==> src/rtl/apb_cfg_arbiter.sv <==
// apb_cfg_arbiter
//   Two-requester round-robin arbiter and APB master sequencer for the
//   configuration register/RAM bus. Requester 0 is the host I2C bridge,
//   requester 1 is the internal config sequencer/scrubber. One transfer is
//   in flight at a time; each runs SETUP then ACCESS, waiting on pready with
//   a timeout, and ends with a one-cycle response strobe to its requester.
//
// Ports
//   clock, reset             single clock, synchronous active-high reset
//   reqN_valid/write/addr/wdata   request from requester N
//   reqN_ready               combinational accept (IDLE only)
//   rspN_valid/rdata/err     registered one-cycle response to requester N
//   psel/penable/pwrite/paddr/pwdata/prdata/pready   APB master side
//   busy                     high whenever the sequencer is not IDLE
//   err_count                saturating count of timed-out transfers
module apb_cfg_arbiter #(
    parameter int ADDR_WIDTH     = 16,
    parameter int DATA_WIDTH     = 32,
    parameter int TIMEOUT_CYCLES = 64,
    parameter int TO_WIDTH       = 8
) (
    input  logic                  clock,
    input  logic                  reset,

    input  logic                  req0_valid,
    input  logic                  req0_write,
    input  logic [ADDR_WIDTH-1:0] req0_addr,
    input  logic [DATA_WIDTH-1:0] req0_wdata,
    output logic                  req0_ready,
    output logic                  rsp0_valid,
    output logic [DATA_WIDTH-1:0] rsp0_rdata,
    output logic                  rsp0_err,

    input  logic                  req1_valid,
    input  logic                  req1_write,
    input  logic [ADDR_WIDTH-1:0] req1_addr,
    input  logic [DATA_WIDTH-1:0] req1_wdata,
    output logic                  req1_ready,
    output logic                  rsp1_valid,
    output logic [DATA_WIDTH-1:0] rsp1_rdata,
    output logic                  rsp1_err,

    output logic                  psel,
    output logic                  penable,
    output logic                  pwrite,
    output logic [ADDR_WIDTH-1:0] paddr,
    output logic [DATA_WIDTH-1:0] pwdata,
    input  logic [DATA_WIDTH-1:0] prdata,
    input  logic                  pready,

    output logic                  busy,
    output logic [7:0]            err_count
);

    typedef enum logic [1:0] {IDLE, SETUP, ACCESS, RESP} state_t;

    state_t                state, state_n;
    logic                  rr_last;   // requester granted most recently
    logic                  gnt;       // requester owning the current transfer
    logic                  gnt_sel;   // requester chosen this cycle in IDLE
    logic                  grant;
    logic [TO_WIDTH-1:0]   to_cnt;
    logic                  to_done;
    logic                  rsp_fire;  // ACCESS completes this cycle
    logic [DATA_WIDTH-1:0] acc_rdata;
    logic                  acc_err;

    // The last permitted wait cycle: ACCESS then spans exactly TIMEOUT_CYCLES.
    assign to_done   = (state == ACCESS) && !pready &&
                       (to_cnt == TO_WIDTH'(TIMEOUT_CYCLES - 1));
    assign rsp_fire  = (state == ACCESS) && (state_n == RESP);
    assign acc_err   = !pready;
    assign acc_rdata = (pready && !pwrite) ? prdata : '0;
    assign busy      = (state != IDLE);

    always_comb begin
        state_n    = state;
        gnt_sel    = 1'b0;
        grant      = 1'b0;
        req0_ready = 1'b0;
        req1_ready = 1'b0;
        case (state)
            IDLE: begin
                // On a tie the requester that did not go last wins.
                if (req0_valid && req1_valid) gnt_sel = ~rr_last;
                else                          gnt_sel = req1_valid;
                grant      = req0_valid || req1_valid;
                req0_ready = grant && !gnt_sel;
                req1_ready = grant &&  gnt_sel;
                if (grant) state_n = SETUP;
            end
            SETUP:  state_n = ACCESS;
            ACCESS: if (pready || to_done) state_n = RESP;
            RESP:   state_n = IDLE;
            default: state_n = IDLE;
        endcase
    end

    always_ff @(posedge clock) begin
        if (reset) begin
            state      <= IDLE;
            rr_last    <= 1'b1;
            gnt        <= 1'b0;
            to_cnt     <= '0;
            psel       <= 1'b0;
            penable    <= 1'b0;
            pwrite     <= 1'b0;
            paddr      <= '0;
            pwdata     <= '0;
            rsp0_valid <= 1'b0;
            rsp0_rdata <= '0;
            rsp0_err   <= 1'b0;
            rsp1_valid <= 1'b0;
            rsp1_rdata <= '0;
            rsp1_err   <= 1'b0;
            err_count  <= '0;
        end else begin
            state   <= state_n;
            // APB strobes are registered off the next state so they line up
            // with the state they belong to.
            psel    <= (state_n == SETUP) || (state_n == ACCESS);
            penable <= (state_n == ACCESS);

            if (state == IDLE && grant) begin
                gnt     <= gnt_sel;
                rr_last <= gnt_sel;
                paddr   <= gnt_sel ? req1_addr  : req0_addr;
                pwrite  <= gnt_sel ? req1_write : req0_write;
                pwdata  <= gnt_sel ? req1_wdata : req0_wdata;
            end

            if (state == SETUP)
                to_cnt <= '0;
            else if (state == ACCESS && !pready && !to_done)
                to_cnt <= to_cnt + 1'b1;

            if (to_done && err_count != 8'hFF)
                err_count <= err_count + 8'd1;

            // Response fields are only non-zero during the strobe cycle, and
            // only on the granted requester's side.
            rsp0_valid <= rsp_fire && !gnt;
            rsp0_rdata <= (rsp_fire && !gnt) ? acc_rdata : '0;
            rsp0_err   <= rsp_fire && !gnt && acc_err;
            rsp1_valid <= rsp_fire && gnt;
            rsp1_rdata <= (rsp_fire && gnt) ? acc_rdata : '0;
            rsp1_err   <= rsp_fire && gnt && acc_err;
        end
    end

endmodule
==> config.mk <==
export PLATFORM = sky130hd
export DESIGN_NAME = apb_cfg_arbiter
export DESIGN_NICKNAME = d
export VERILOG_FILES = /design/src/rtl/apb_cfg_arbiter.sv
export SDC_FILE = /design/constraint.sdc
export NUM_CORES = 1
export LEC_CHECK = 0
export CAP_MARGIN = 20
export CORE_ASPECT_RATIO = 0.7
export CORE_UTILIZATION = 30
export DETAILED_ROUTE_END_ITERATION = 16
export SYNTH_ARGS = -nofsm -noshare
export SYNTH_HDL_FRONTEND = slang
export SYNTH_SLANG_ARGS = --single-unit
==> constraint.sdc <==
create_clock -name clock -period 3.3 [get_ports clock]
set_input_delay 0.66 -clock clock [delete_from_list [all_inputs] [get_ports clock]]
set_output_delay 0.66 -clock clock [all_outputs]
set_load 0.01 [all_outputs]
==> impl_results.html, run 1 <==
<table>
<tr><th>Metric</th><th>Value</th></tr>
<tr><th colspan="2">Route</th></tr>
<tr><td>Routed WL</td><td>~16 mm</td></tr>
<tr><td>Detail-routed net length per standard cell</td><td>about 16 microns</td></tr>
<tr><td>Number of remaining DRC errors</td><td>0</td></tr>
<tr><td>Number of detailed-routing iterations run before antenna repair</td><td>6</td></tr>
<tr><td>Routed Antenna Nets</td><td>0</td></tr>
<tr><td>Number of DRC markers after the initial detailed-route iteration</td><td>246</td></tr>
<tr><td>Per-cell via count in the routed design</td><td>around 4.7</td></tr>
<tr><td>Via count</td><td>~4900</td></tr>
<tr><th colspan="2">GRT</th></tr>
<tr><td>Overflow after GRT</td><td>0</td></tr>
<tr><td>Maximum number of pins on one net before global-route repair</td><td>65</td></tr>
<tr><td>Initial antenna violation count</td><td>0</td></tr>
<tr><td>Vias in the first global route</td><td>~5000</td></tr>
<tr><td>All-Layer GR Usage</td><td>18.7%</td></tr>
<tr><td>First-pass GRT wire length</td><td>between 20 and 30 mm</td></tr>
<tr><th colspan="2">Finish</th></tr>
<tr><td>Number of fill cells in the layout</td><td>around 1500</td></tr>
<tr><td>Area overhead of the layout relative to synthesis</td><td>67.7%</td></tr>
<tr><td>Share of final-layout standard cells stronger than drive strength 1</td><td>~7.0%</td></tr>
<tr><td>Number of nets in the finished design</td><td>roughly 940</td></tr>
<tr><td>Post-route design area</td><td>8580 sq um</td></tr>
<tr><td>Post-route non-filler standard cell count</td><td>about 1000</td></tr>
<tr><td>Antenna Diode Count</td><td>0</td></tr>
<tr><th colspan="2">Worst setup path</th></tr>
<tr><td>Required time reported for the critical path endpoint</td><td>~2.6 ns</td></tr>
<tr><td>Crit path DAT</td><td>2.20 ns</td></tr>
<tr><td>Capturing element type of the critical path</td><td>primary output</td></tr>
<tr><td>CP max FO</td><td>5</td></tr>
<tr><td>Library cell contributing the largest single delay on the critical path</td><td>sky130_fd_sc_hd__clkdlybuf4s50_1</td></tr>
<tr><td>Reg-to-reg setup timing slack</td><td>around 0.94 ns</td></tr>
<tr><td>Worst path most repeated cell</td><td>sky130_fd_sc_hd__clkdlybuf4s50_1</td></tr>
<tr><td>Family with the most delay on the worst path</td><td>buffers and inverters</td></tr>
<tr><td>Reg2Reg Capture Point</td><td>rsp1_rdata[25]</td></tr>
<tr><td>R2r worst-path depth</td><td>10</td></tr>
<tr><td>Type of element launching the critical path</td><td>input pin</td></tr>
<tr><td>Worst path buffer plus inverter count</td><td>2</td></tr>
<tr><td>Delay contributed by the slowest stage of the critical path</td><td>about 0.65 ns</td></tr>
<tr><td>R2r startpoint</td><td>to_cnt[6]</td></tr>
<tr><td>Critical path start-end classification</td><td>in -&gt; out</td></tr>
<tr><td>Series of cell instances along the critical path</td><td>clkdlybuf4s50_1 -&gt; nand2_1 -&gt; a21oi_4 -&gt; clkdlybuf4s50_1</td></tr>
<tr><th colspan="2">Synth</th></tr>
<tr><td>Most common flop cell mapped by yosys</td><td>sky130_fd_sc_hd__dfxtp_1</td></tr>
<tr><td>Xor-xnor portion of the synthesized cell area</td><td>less than 1%</td></tr>
<tr><td>Largest area contributor in the synthesized netlist</td><td>sky130_fd_sc_hd__dfxtp_1</td></tr>
<tr><td>Largest cells by area after synthesis</td><td>sky130_fd_sc_hd__dfxtp_1 54%, sky130_fd_sc_hd__and3_1 7.9%, sky130_fd_sc_hd__and2_1 6.0%</td></tr>
<tr><td>Synthesized-area fraction occupied by and/or/nand/nor cells</td><td>about a quarter</td></tr>
<tr><td>Area share of the leading cell type in the synthesized netlist</td><td>a little over half</td></tr>
<tr><td>Largest family of logic cells by synthesized area</td><td>simple AND/OR/NAND/NOR gates</td></tr>
<tr><td>Synth Register Bits</td><td>139</td></tr>
<tr><td>Adder-cell share of the synthesized area</td><td>roughly 1.7%</td></tr>
<tr><td>Cell variety after synth</td><td>between 40 and 50</td></tr>
<tr><td>Per-instance average area after synthesis</td><td>9.27 sq um</td></tr>
<tr><td>Cell area after synthesis</td><td>between 5000 and 6000 sq um</td></tr>
<tr><td>Synthesized-area fraction occupied by ao, oa, aoi and oai cells</td><td>around 14%</td></tr>
<tr><td>Count of yosys warnings during synthesis</td><td>0</td></tr>
<tr><td>Portion of netlist area occupied by mux cells</td><td>less than 1%</td></tr>
<tr><td>Register area share after synthesis</td><td>between 50% and 60%</td></tr>
<tr><td>Ys async rst share</td><td>0%</td></tr>
<tr><td>Post-synthesis instance total</td><td>around 550</td></tr>
<tr><td>Post-Synthesis Net Count</td><td>~690</td></tr>
<tr><td>Number of enable flip-flop cells after synthesis</td><td>0</td></tr>
<tr><th colspan="2">Pwr</th></tr>
<tr><td>Maximum vdd ir drop</td><td>~0.00034 V</td></tr>
<tr><td>Leakage</td><td>approximately 3.4 nW</td></tr>
<tr><td>Proportion of power drawn by the clock network</td><td>~34%</td></tr>
<tr><td>Proportion of total power due to net switching</td><td>31.4%</td></tr>
<tr><td>Power per Cell Area</td><td>682 nW/um^2</td></tr>
<tr><td>Relative contribution of sequential cells to total power</td><td>between 30 and 40%</td></tr>
<tr><td>Internal power component</td><td>between 4 and 5 mW</td></tr>
<tr><td>Net switching power</td><td>between 1.5 and 2 mW</td></tr>
<tr><td>Logic pwr share</td><td>approximately 32%</td></tr>
<tr><th colspan="2">STA</th></tr>
<tr><td>Share of the cycle needed by the critical path after routing</td><td>between 80 and 90%</td></tr>
<tr><td>Layout Skew</td><td>0.00707 ns</td></tr>
<tr><td>Final setup violation count</td><td>0</td></tr>
<tr><td>Shortest clock period the worst path allows after layout</td><td>around 2.9 ns</td></tr>
<tr><td>Final slew viol count</td><td>0</td></tr>
<tr><td>Slew Limit Headroom</td><td>between 40% and 50%</td></tr>
<tr><td>Max Clock Freq</td><td>roughly 350 MHz</td></tr>
<tr><td>Number of hold violations in the final report</td><td>0</td></tr>
<tr><td>Setup repair after global routing missed its margin</td><td>false</td></tr>
<tr><td>Summed negative setup slack over all endpoints</td><td>0 ns</td></tr>
<tr><td>Actual slew at the worst max-slew pin</td><td>~0.87 ns</td></tr>
<tr><td>Post-layout worst setup margin</td><td>0.443 ns</td></tr>
<tr><td>Worst hold margin</td><td>0.453 ns</td></tr>
<tr><th colspan="2">CTS</th></tr>
<tr><td>CTS tree</td><td>done</td></tr>
<tr><td>Clk Tree Root Cell</td><td>sky130_fd_sc_hd__clkbuf_16</td></tr>
<tr><td>Post-CTS setup buffer count</td><td>0</td></tr>
<tr><td>Number of buffers between clock root and the deepest sink</td><td>2</td></tr>
<tr><td>Total clock sinks</td><td>139</td></tr>
<tr><td>Count of H-tree levels built during CTS</td><td>4</td></tr>
<tr><td>Number of CTS-inserted buffers</td><td>17</td></tr>
<tr><td># hold bufs at CTS</td><td>0</td></tr>
<tr><td>CTS-repair resized insts</td><td>0</td></tr>
<tr><td>Clock insertion delay at the later pin of the skew report</td><td>between 0.4 and 0.5 ns</td></tr>
<tr><td>Clock slew at the register clock pins of the worst setup and hold paths</td><td>around 0.060 ns</td></tr>
<tr><th colspan="2">Die</th></tr>
<tr><td>Initial standard-cell utilization of the core</td><td>31.0%</td></tr>
<tr><td>Die Area</td><td>between 15000 and 20000 sq um</td></tr>
<tr><td>CORE AREA</td><td>16500 sq um</td></tr>
<tr><td>I/O pin total</td><td>about 270</td></tr>
<tr><td>Number of cell rows</td><td>39</td></tr>
<tr><td>Horizontal die dimension</td><td>158 microns</td></tr>
<tr><td>DIE HEIGHT</td><td>around 110 microns</td></tr>
<tr><th colspan="2">Placement</th></tr>
<tr><td>Global placement routability congestion</td><td>0.783</td></tr>
<tr><td>Number of port buffers</td><td>264</td></tr>
<tr><td>Number of cells in the design after placement</td><td>between 1000 and 1500</td></tr>
<tr><td>Placed instance area</td><td>about 8000 sq um</td></tr>
<tr><td>Placement-stage worst setup slack</td><td>between 0.4 and 0.5 ns</td></tr>
<tr><td>Dpl hpwl</td><td>11.7 mm</td></tr>
<tr><th colspan="2">Worst hold path</th></tr>
<tr><td>Worst Hold End</td><td>paddr[8]</td></tr>
<tr><td>Worst hold stages</td><td>2</td></tr>
<tr><td>Worst hold path type</td><td>reg -&gt; reg</td></tr>
<tr><td>Hold path startpoint</td><td>paddr[8]</td></tr>
<tr><th colspan="2">Outcome</th></tr>
<tr><td>Run status</td><td>finished clean</td></tr>
<tr><th colspan="2">Flow run</th></tr>
<tr><td>Maximum Capacitance Violations</td><td>0</td></tr>
</table>
==> cell families (layout without fill, tap and decap cells) <==
group	after synthesis	count (layout)
simple gates	222	222
mux	2	2
buf+inv	53	314
fa+ha+maj	7	7
flops	139	139
xor+xnor	4	4
compound gates	125	125
==> cells in the mapped netlist (all sizes together), types with 2 or more instances <==
master	n
a211oi	2
a21oi	59
and2	50
and3	66
clkbuf	43
dfxtp	139
ha	7
inv	8
nand2	56
nand3	4
nor2	15
nor2b	6
nor3	6
nor4	3
o21ai	4
o22ai	49
o31ai	5
or2	2
or3	2
or4	4
xnor2	4
==> cell usage in the layout, fill, tap and decap left out, types with 2 or more instances in the layout <==
cell type,n
sky130_fd_sc_hd__and3_1,65
sky130_fd_sc_hd__clkinvlp_4,2
sky130_fd_sc_hd__or3_1,2
sky130_fd_sc_hd__or4_1,3
sky130_fd_sc_hd__o21ai_0,3
sky130_fd_sc_hd__nor3_1,5
sky130_fd_sc_hd__clkbuf_16,17
sky130_fd_sc_hd__o31ai_1,5
sky130_fd_sc_hd__inv_8,2
sky130_fd_sc_hd__buf_4,9
sky130_fd_sc_hd__and2_1,49
sky130_fd_sc_hd__nor2b_1,5
sky130_fd_sc_hd__clkinv_2,2
sky130_fd_sc_hd__nor4_1,3
sky130_fd_sc_hd__dfxtp_1,139
sky130_fd_sc_hd__a211oi_1,2
sky130_fd_sc_hd__a21oi_4,2
sky130_fd_sc_hd__nand2_1,55
sky130_fd_sc_hd__clkinv_4,3
sky130_fd_sc_hd__inv_6,3
sky130_fd_sc_hd__inv_1,8
sky130_fd_sc_hd__nor2_1,15
sky130_fd_sc_hd__a21oi_1,57
sky130_fd_sc_hd__ha_1,7
sky130_fd_sc_hd__o22ai_1,49
sky130_fd_sc_hd__bufinv_16,3
sky130_fd_sc_hd__xnor2_1,4
sky130_fd_sc_hd__nand3_1,4
sky130_fd_sc_hd__clkdlybuf4s50_1,263
==> area by class of cell <==
cell class              count  area, sq um  area share [%]
clock buffers              17          425            4.96
clock inverters            15          190            2.22
well taps                 225          282            3.28
multi-input cells         360         2150            25.0
flip-flops and latches    139         2780            32.4
inverters                   8         30.0           0.350
repair buffers            274         2730            31.8
==> sequential cells by signal (all words and copies together) (netlist names) <==
name,cells
pwrite,1
gnt,1
state,2
rsp0_err,1
to_cnt,8
paddr,16
pwdata,32
psel,1
err_count,8
rsp1_rdata,32
rsp1_valid,1
rr_last,1
rsp0_rdata,32
rsp0_valid,1
rsp1_err,1
penable,1
==> power groups by stage <==
stage	clock network (mW)	registers [mW]	logic, mW
after floorplan	0	2.12	0.889
after global placement	0	2.03	1.87
after detailed placement	0	2.05	1.89
after CTS	2.02	2.01	1.90
after global routing	2.09	2.04	2.07
final	1.97	2.01	1.88
==> per-stage QoR <==
stage	total power, mW	utilization (%)
finish	5.86	52.0
CTS	5.94	52.0
global placement	3.90	48.3
detailed placement	3.94	48.3
global route	6.20	52.0
floorplan	3.01	-
==> worst max-delay path by stage <==
| stage | start | end | slack [ns] | cells past startpoint |
|---|---|---|---|---|
| 2_1_floorplan | to_cnt[5] | rsp1_rdata[10] | 1.04 | 10 |
| 3_3_place_gp | req1_valid | req1_ready | 0.43 | 4 |
| 3_5_place_dp | req1_valid | req1_ready | 0.44 | 4 |
| 4_1_cts | req1_valid | req1_ready | 0.42 | 4 |
| 5_1_grt | req1_valid | req1_ready | 0.38 | 4 |
| 6_report | req1_valid | req1_ready | 0.44 | 4 |
==> routing by layer <==
metal	global-route usage [%]	wire [microns]	vias to the layer above
met2	31.3	7670	146
met3	7.31	1280	9
li1	-	-	2439
met4	4.36	143	0
met1	22.4	7160	2308
met5	0	0	-
==> worst min-delay path: cells and delay by family, from the launching register on <==
family	cells	cell delay, ns
AO/OA/AOI/OAI	1	0.05
flip-flops	1	0.31
AND/OR/NAND/NOR	1	0.05
Note: power is estimated with default switching activity, not from simulation.
==> inputs of run 2 (changes only) <==
==> constraint.sdc (replaced) <==
create_clock -name clock -period 2.79 [get_ports clock]
set_input_delay 0.558 -clock clock [delete_from_list [all_inputs] [get_ports clock]]
set_output_delay 0.558 -clock clock [all_outputs]
set_load 0.01 [all_outputs]
==> run 2 against run 1 <==
Design area grew 0.25%. Flip-flop and latch count is the same. Non-clock buffer count grew 4. Setup slack lost 0.22 ns. Via count is essentially flat.
==> impl_results.html, run 2 (same netlist as run 1, synthesis figures left out) <==
<table>
<tr><th>Metric</th><th>Value</th></tr>
<tr><th colspan="2">STA</th></tr>
<tr><td>Share of the cycle needed by the critical path after routing</td><td>about nine tenths</td></tr>
<tr><td>Actual slew at the worst max-slew pin</td><td>between 0.5 and 0.6 ns</td></tr>
<tr><td>Max Clock Freq</td><td>just under 400 MHz</td></tr>
<tr><td>Final slew viol count</td><td>0</td></tr>
<tr><td>Summed negative setup slack over all endpoints</td><td>0 ns</td></tr>
<tr><td>Number of hold violations in the final report</td><td>0</td></tr>
<tr><td>Final setup violation count</td><td>0</td></tr>
<tr><td>Slew Limit Headroom</td><td>~62%</td></tr>
<tr><td>Setup repair after global routing missed its margin</td><td>false</td></tr>
<tr><td>Shortest clock period the worst path allows after layout</td><td>about 2.6 ns</td></tr>
<tr><td>Layout Skew</td><td>around 0.0084 ns</td></tr>
<tr><th colspan="2">Die</th></tr>
<tr><td>Die Area</td><td>approximately 18000 sq um</td></tr>
<tr><td>Initial standard-cell utilization of the core</td><td>31.0%</td></tr>
<tr><td>I/O pin total</td><td>approximately 270</td></tr>
<tr><td>Number of cell rows</td><td>39</td></tr>
<tr><td>DIE HEIGHT</td><td>111 microns</td></tr>
<tr><td>CORE AREA</td><td>16500 sq um</td></tr>
<tr><td>Horizontal die dimension</td><td>between 150 and 200 microns</td></tr>
<tr><th colspan="2">Finish</th></tr>
<tr><td>Area taken by multi-input logic gates</td><td>approximately 2100 sq um</td></tr>
<tr><td>Commonest cells after routing, fill and taps aside</td><td>263 x sky130_fd_sc_hd__clkdlybuf4s50_1, 139 x sky130_fd_sc_hd__dfxtp_1, 65 x sky130_fd_sc_hd__and3_1, 57 x sky130_fd_sc_hd__a21oi_1, 55 x sky130_fd_sc_hd__nand2_1</td></tr>
<tr><td>Utilization of the core after routing</td><td>between 50% and 60%</td></tr>
<tr><td>Number of nets in the finished design</td><td>around 950</td></tr>
<tr><td>Number of fill cells in the layout</td><td>between 1000 and 1500</td></tr>
<tr><td>Post-route non-filler standard cell count</td><td>between 1000 and 1500</td></tr>
<tr><td>Largest regs</td><td>pwdata (32), rsp0_rdata (32), rsp1_rdata (32)</td></tr>
<tr><td>FF+latch area</td><td>approximately 2800 sq um</td></tr>
<tr><td>Antenna Diode Count</td><td>0</td></tr>
<tr><td>Most common library cell in the layout ignoring fill and taps</td><td>sky130_fd_sc_hd__clkdlybuf4s50_1</td></tr>
<tr><td>Share of final-layout standard cells stronger than drive strength 1</td><td>under 10%</td></tr>
<tr><td>Area overhead of the layout relative to synthesis</td><td>68.1%</td></tr>
<tr><td>Post-route design area</td><td>between 8000 and 9000 sq um</td></tr>
<tr><th colspan="2">Pwr</th></tr>
<tr><td>Maximum vdd ir drop</td><td>roughly 0.00043 V</td></tr>
<tr><td>Power per Cell Area</td><td>792 nW/um^2</td></tr>
<tr><td>Overall power</td><td>6.81 mW</td></tr>
<tr><td>Leakage</td><td>3.37 nW</td></tr>
<tr><th colspan="2">Worst setup path</th></tr>
<tr><td>R2r worst-path depth</td><td>9</td></tr>
<tr><td>Launch point of the worst path</td><td>state[0]</td></tr>
<tr><td>CP max FO</td><td>8</td></tr>
<tr><td>Crit path DAT</td><td>approximately 2 ns</td></tr>
<tr><td>Type of element launching the critical path</td><td>flip-flop</td></tr>
<tr><td>R2r startpoint</td><td>to_cnt[5]</td></tr>
<tr><td>Reg-to-reg setup timing slack</td><td>approximately 0.43 ns</td></tr>
<tr><td>Delay contributed by the slowest stage of the critical path</td><td>roughly 0.60 ns</td></tr>
<tr><td>Library cell contributing the largest single delay on the critical path</td><td>sky130_fd_sc_hd__clkdlybuf4s50_1</td></tr>
<tr><td>Reg2Reg Capture Point</td><td>rsp1_rdata[4]</td></tr>
<tr><td>Capturing element type of the critical path</td><td>primary output</td></tr>
<tr><td>Critical path start-end classification</td><td>reg -&gt; out</td></tr>
<tr><td>Required time reported for the critical path endpoint</td><td>around 2.2 ns</td></tr>
<tr><td>Series of cell instances along the critical path</td><td>inv_1 -&gt; ha_2 -&gt; nand2_1 -&gt; a21oi_4 -&gt; clkdlybuf4s50_1</td></tr>
<tr><th colspan="2">GRT</th></tr>
<tr><td>Vias in the first global route</td><td>about 5000</td></tr>
<tr><td>Initial antenna violation count</td><td>0</td></tr>
<tr><td>Overflow after GRT</td><td>0</td></tr>
<tr><td>First-pass GRT wire length</td><td>between 20 and 30 mm</td></tr>
<tr><td>All-Layer GR Usage</td><td>18.9%</td></tr>
<tr><td>Maximum number of pins on one net before global-route repair</td><td>65</td></tr>
<tr><th colspan="2">CTS</th></tr>
<tr><td>Clock slew at the register clock pins of the worst setup and hold paths</td><td>0.06 ns</td></tr>
<tr><td>Number of buffers between clock root and the deepest sink</td><td>2</td></tr>
<tr><td>Clk Tree Root Cell</td><td>sky130_fd_sc_hd__clkbuf_16</td></tr>
<tr><td># hold bufs at CTS</td><td>0</td></tr>
<tr><td>Count of H-tree levels built during CTS</td><td>4</td></tr>
<tr><td>CTS tree</td><td>done</td></tr>
<tr><td>Clock insertion delay at the later pin of the skew report</td><td>~0.42 ns</td></tr>
<tr><td>Post-CTS setup buffer count</td><td>0</td></tr>
<tr><td>Number of CTS-inserted buffers</td><td>17</td></tr>
<tr><td>Total clock sinks</td><td>~140</td></tr>
<tr><th colspan="2">Placement</th></tr>
<tr><td>Dpl hpwl</td><td>11.5 mm</td></tr>
<tr><td>Placed instance area</td><td>8020 sq um</td></tr>
<tr><td>Number of cells in the design after placement</td><td>a little over 1000</td></tr>
<tr><td>Global placement routability congestion</td><td>0.805</td></tr>
<tr><td>Number of port buffers</td><td>264</td></tr>
<tr><th colspan="2">Route</th></tr>
<tr><td>Per-cell via count in the routed design</td><td>around 4.7</td></tr>
<tr><td>Routed WL</td><td>between 15 and 20 mm</td></tr>
<tr><td>Number of DRC markers after the initial detailed-route iteration</td><td>between 200 and 250</td></tr>
<tr><td>Routed Antenna Nets</td><td>0</td></tr>
<tr><td>Number of detailed-routing iterations run before antenna repair</td><td>6</td></tr>
<tr><td>Via count</td><td>4901</td></tr>
<tr><td>Number of remaining DRC errors</td><td>0</td></tr>
<tr><td>Detail-routed net length per standard cell</td><td>between 15 and 20 microns</td></tr>
<tr><th colspan="2">Worst hold path</th></tr>
<tr><td>Hold path startpoint</td><td>pwdata[19]</td></tr>
<tr><td>Worst hold stages</td><td>2</td></tr>
<tr><td>Worst hold path type</td><td>reg -&gt; reg</td></tr>
<tr><td>Worst Hold End</td><td>pwdata[19]</td></tr>
<tr><th colspan="2">Flow run</th></tr>
<tr><td>Maximum Capacitance Violations</td><td>0</td></tr>
<tr><th colspan="2">Outcome</th></tr>
<tr><td>Run status</td><td>finished clean</td></tr>
</table>
[run 2: changes by cell type in the layout (fill, tap and decap cells not counted), sizes merged]
cell      delta
clkinv       -2
buf          +4
bufinv       -2
clkinvlp     +1
inv          +3
[run 2: through the flow]
step,hold WS [ns],worst slack [ns]
CTS,0.456,0.0796
finish,0.455,0.227
detailed placement,0.448,0.128
floorplan,0.437,0.529
global route,0.471,0.0854
global placement,0.443,0.190
[run 2: worst max path at each step]
| stage | endpoint | cells after the start | slack [ns] |
|---|---|---|---|
| 2_1_floorplan | rsp1_rdata[10] | 10 | 0.53 |
| 3_3_place_gp | rsp0_rdata[19] | 9 | 0.19 |
| 3_5_place_dp | rsp0_rdata[24] | 9 | 0.13 |
| 4_1_cts | req1_ready | 5 | 0.08 |
| 5_1_grt | req0_ready | 5 | 0.09 |
| 6_report | req1_ready | 5 | 0.23 |
[run 2: final cells by class]
class	instances	share of cell area, %
flip-flops and latches	139	32.3
repair buffers	278	32.3
multi-input cells	360	25.0
clock buffers	17	4.94
well taps	225	3.27
clock inverters	15	1.79
inverters	8	0.349
[run 2: power breakdown]
part           leakage (nW)  switching [mW]  internal [mW]
Combinational          1.96            1.14           1.11
Sequential             1.13           0.130           2.24
Clock                 0.276           0.937           1.26
Total                  3.37            2.20           4.61
[run 2: critical path: cells and delay by family (launching register included)]
kind,cells,cell delay (ns)
buffers and inverters,2,0.70
and+or+nand+nor,1,0.12
DFF,1,0.34
AOI/OAI and AO/OA,1,0.15
adders and majority gates,1,0.28
[run 2: what timing repair did]
action,4_1_cts,5_1_grt
hold endpoints to repair,0,0
gates resized for setup,0,1
setup endpoints to repair,0,2
[run 2: metal layers]
metal	GRT usage, %	up-vias	wire length, microns
met2	31.5	147	7640
li1	-	2439	-
met1	22.2	2303	7090
met3	7.78	12	1240
met4	4.68	0	167
met5	0	-	0
==> inputs of run 3 (changes only) <==
--- a/config.mk
+++ b/config.mk
@@ -5,9 +5,10 @@
 export SDC_FILE = /design/constraint.sdc
 export NUM_CORES = 1
 export LEC_CHECK = 0
-export CAP_MARGIN = 20
+export CAP_MARGIN = 5
 export CORE_ASPECT_RATIO = 0.7
 export CORE_UTILIZATION = 30
+export CTS_CLUSTER_DIAMETER = 60
 export DETAILED_ROUTE_END_ITERATION = 16
 export SYNTH_ARGS = -nofsm -noshare
 export SYNTH_HDL_FRONTEND = slang
==> results of run 3 <==
No change in the layout: final DEF, timing and power equal those of run 2.
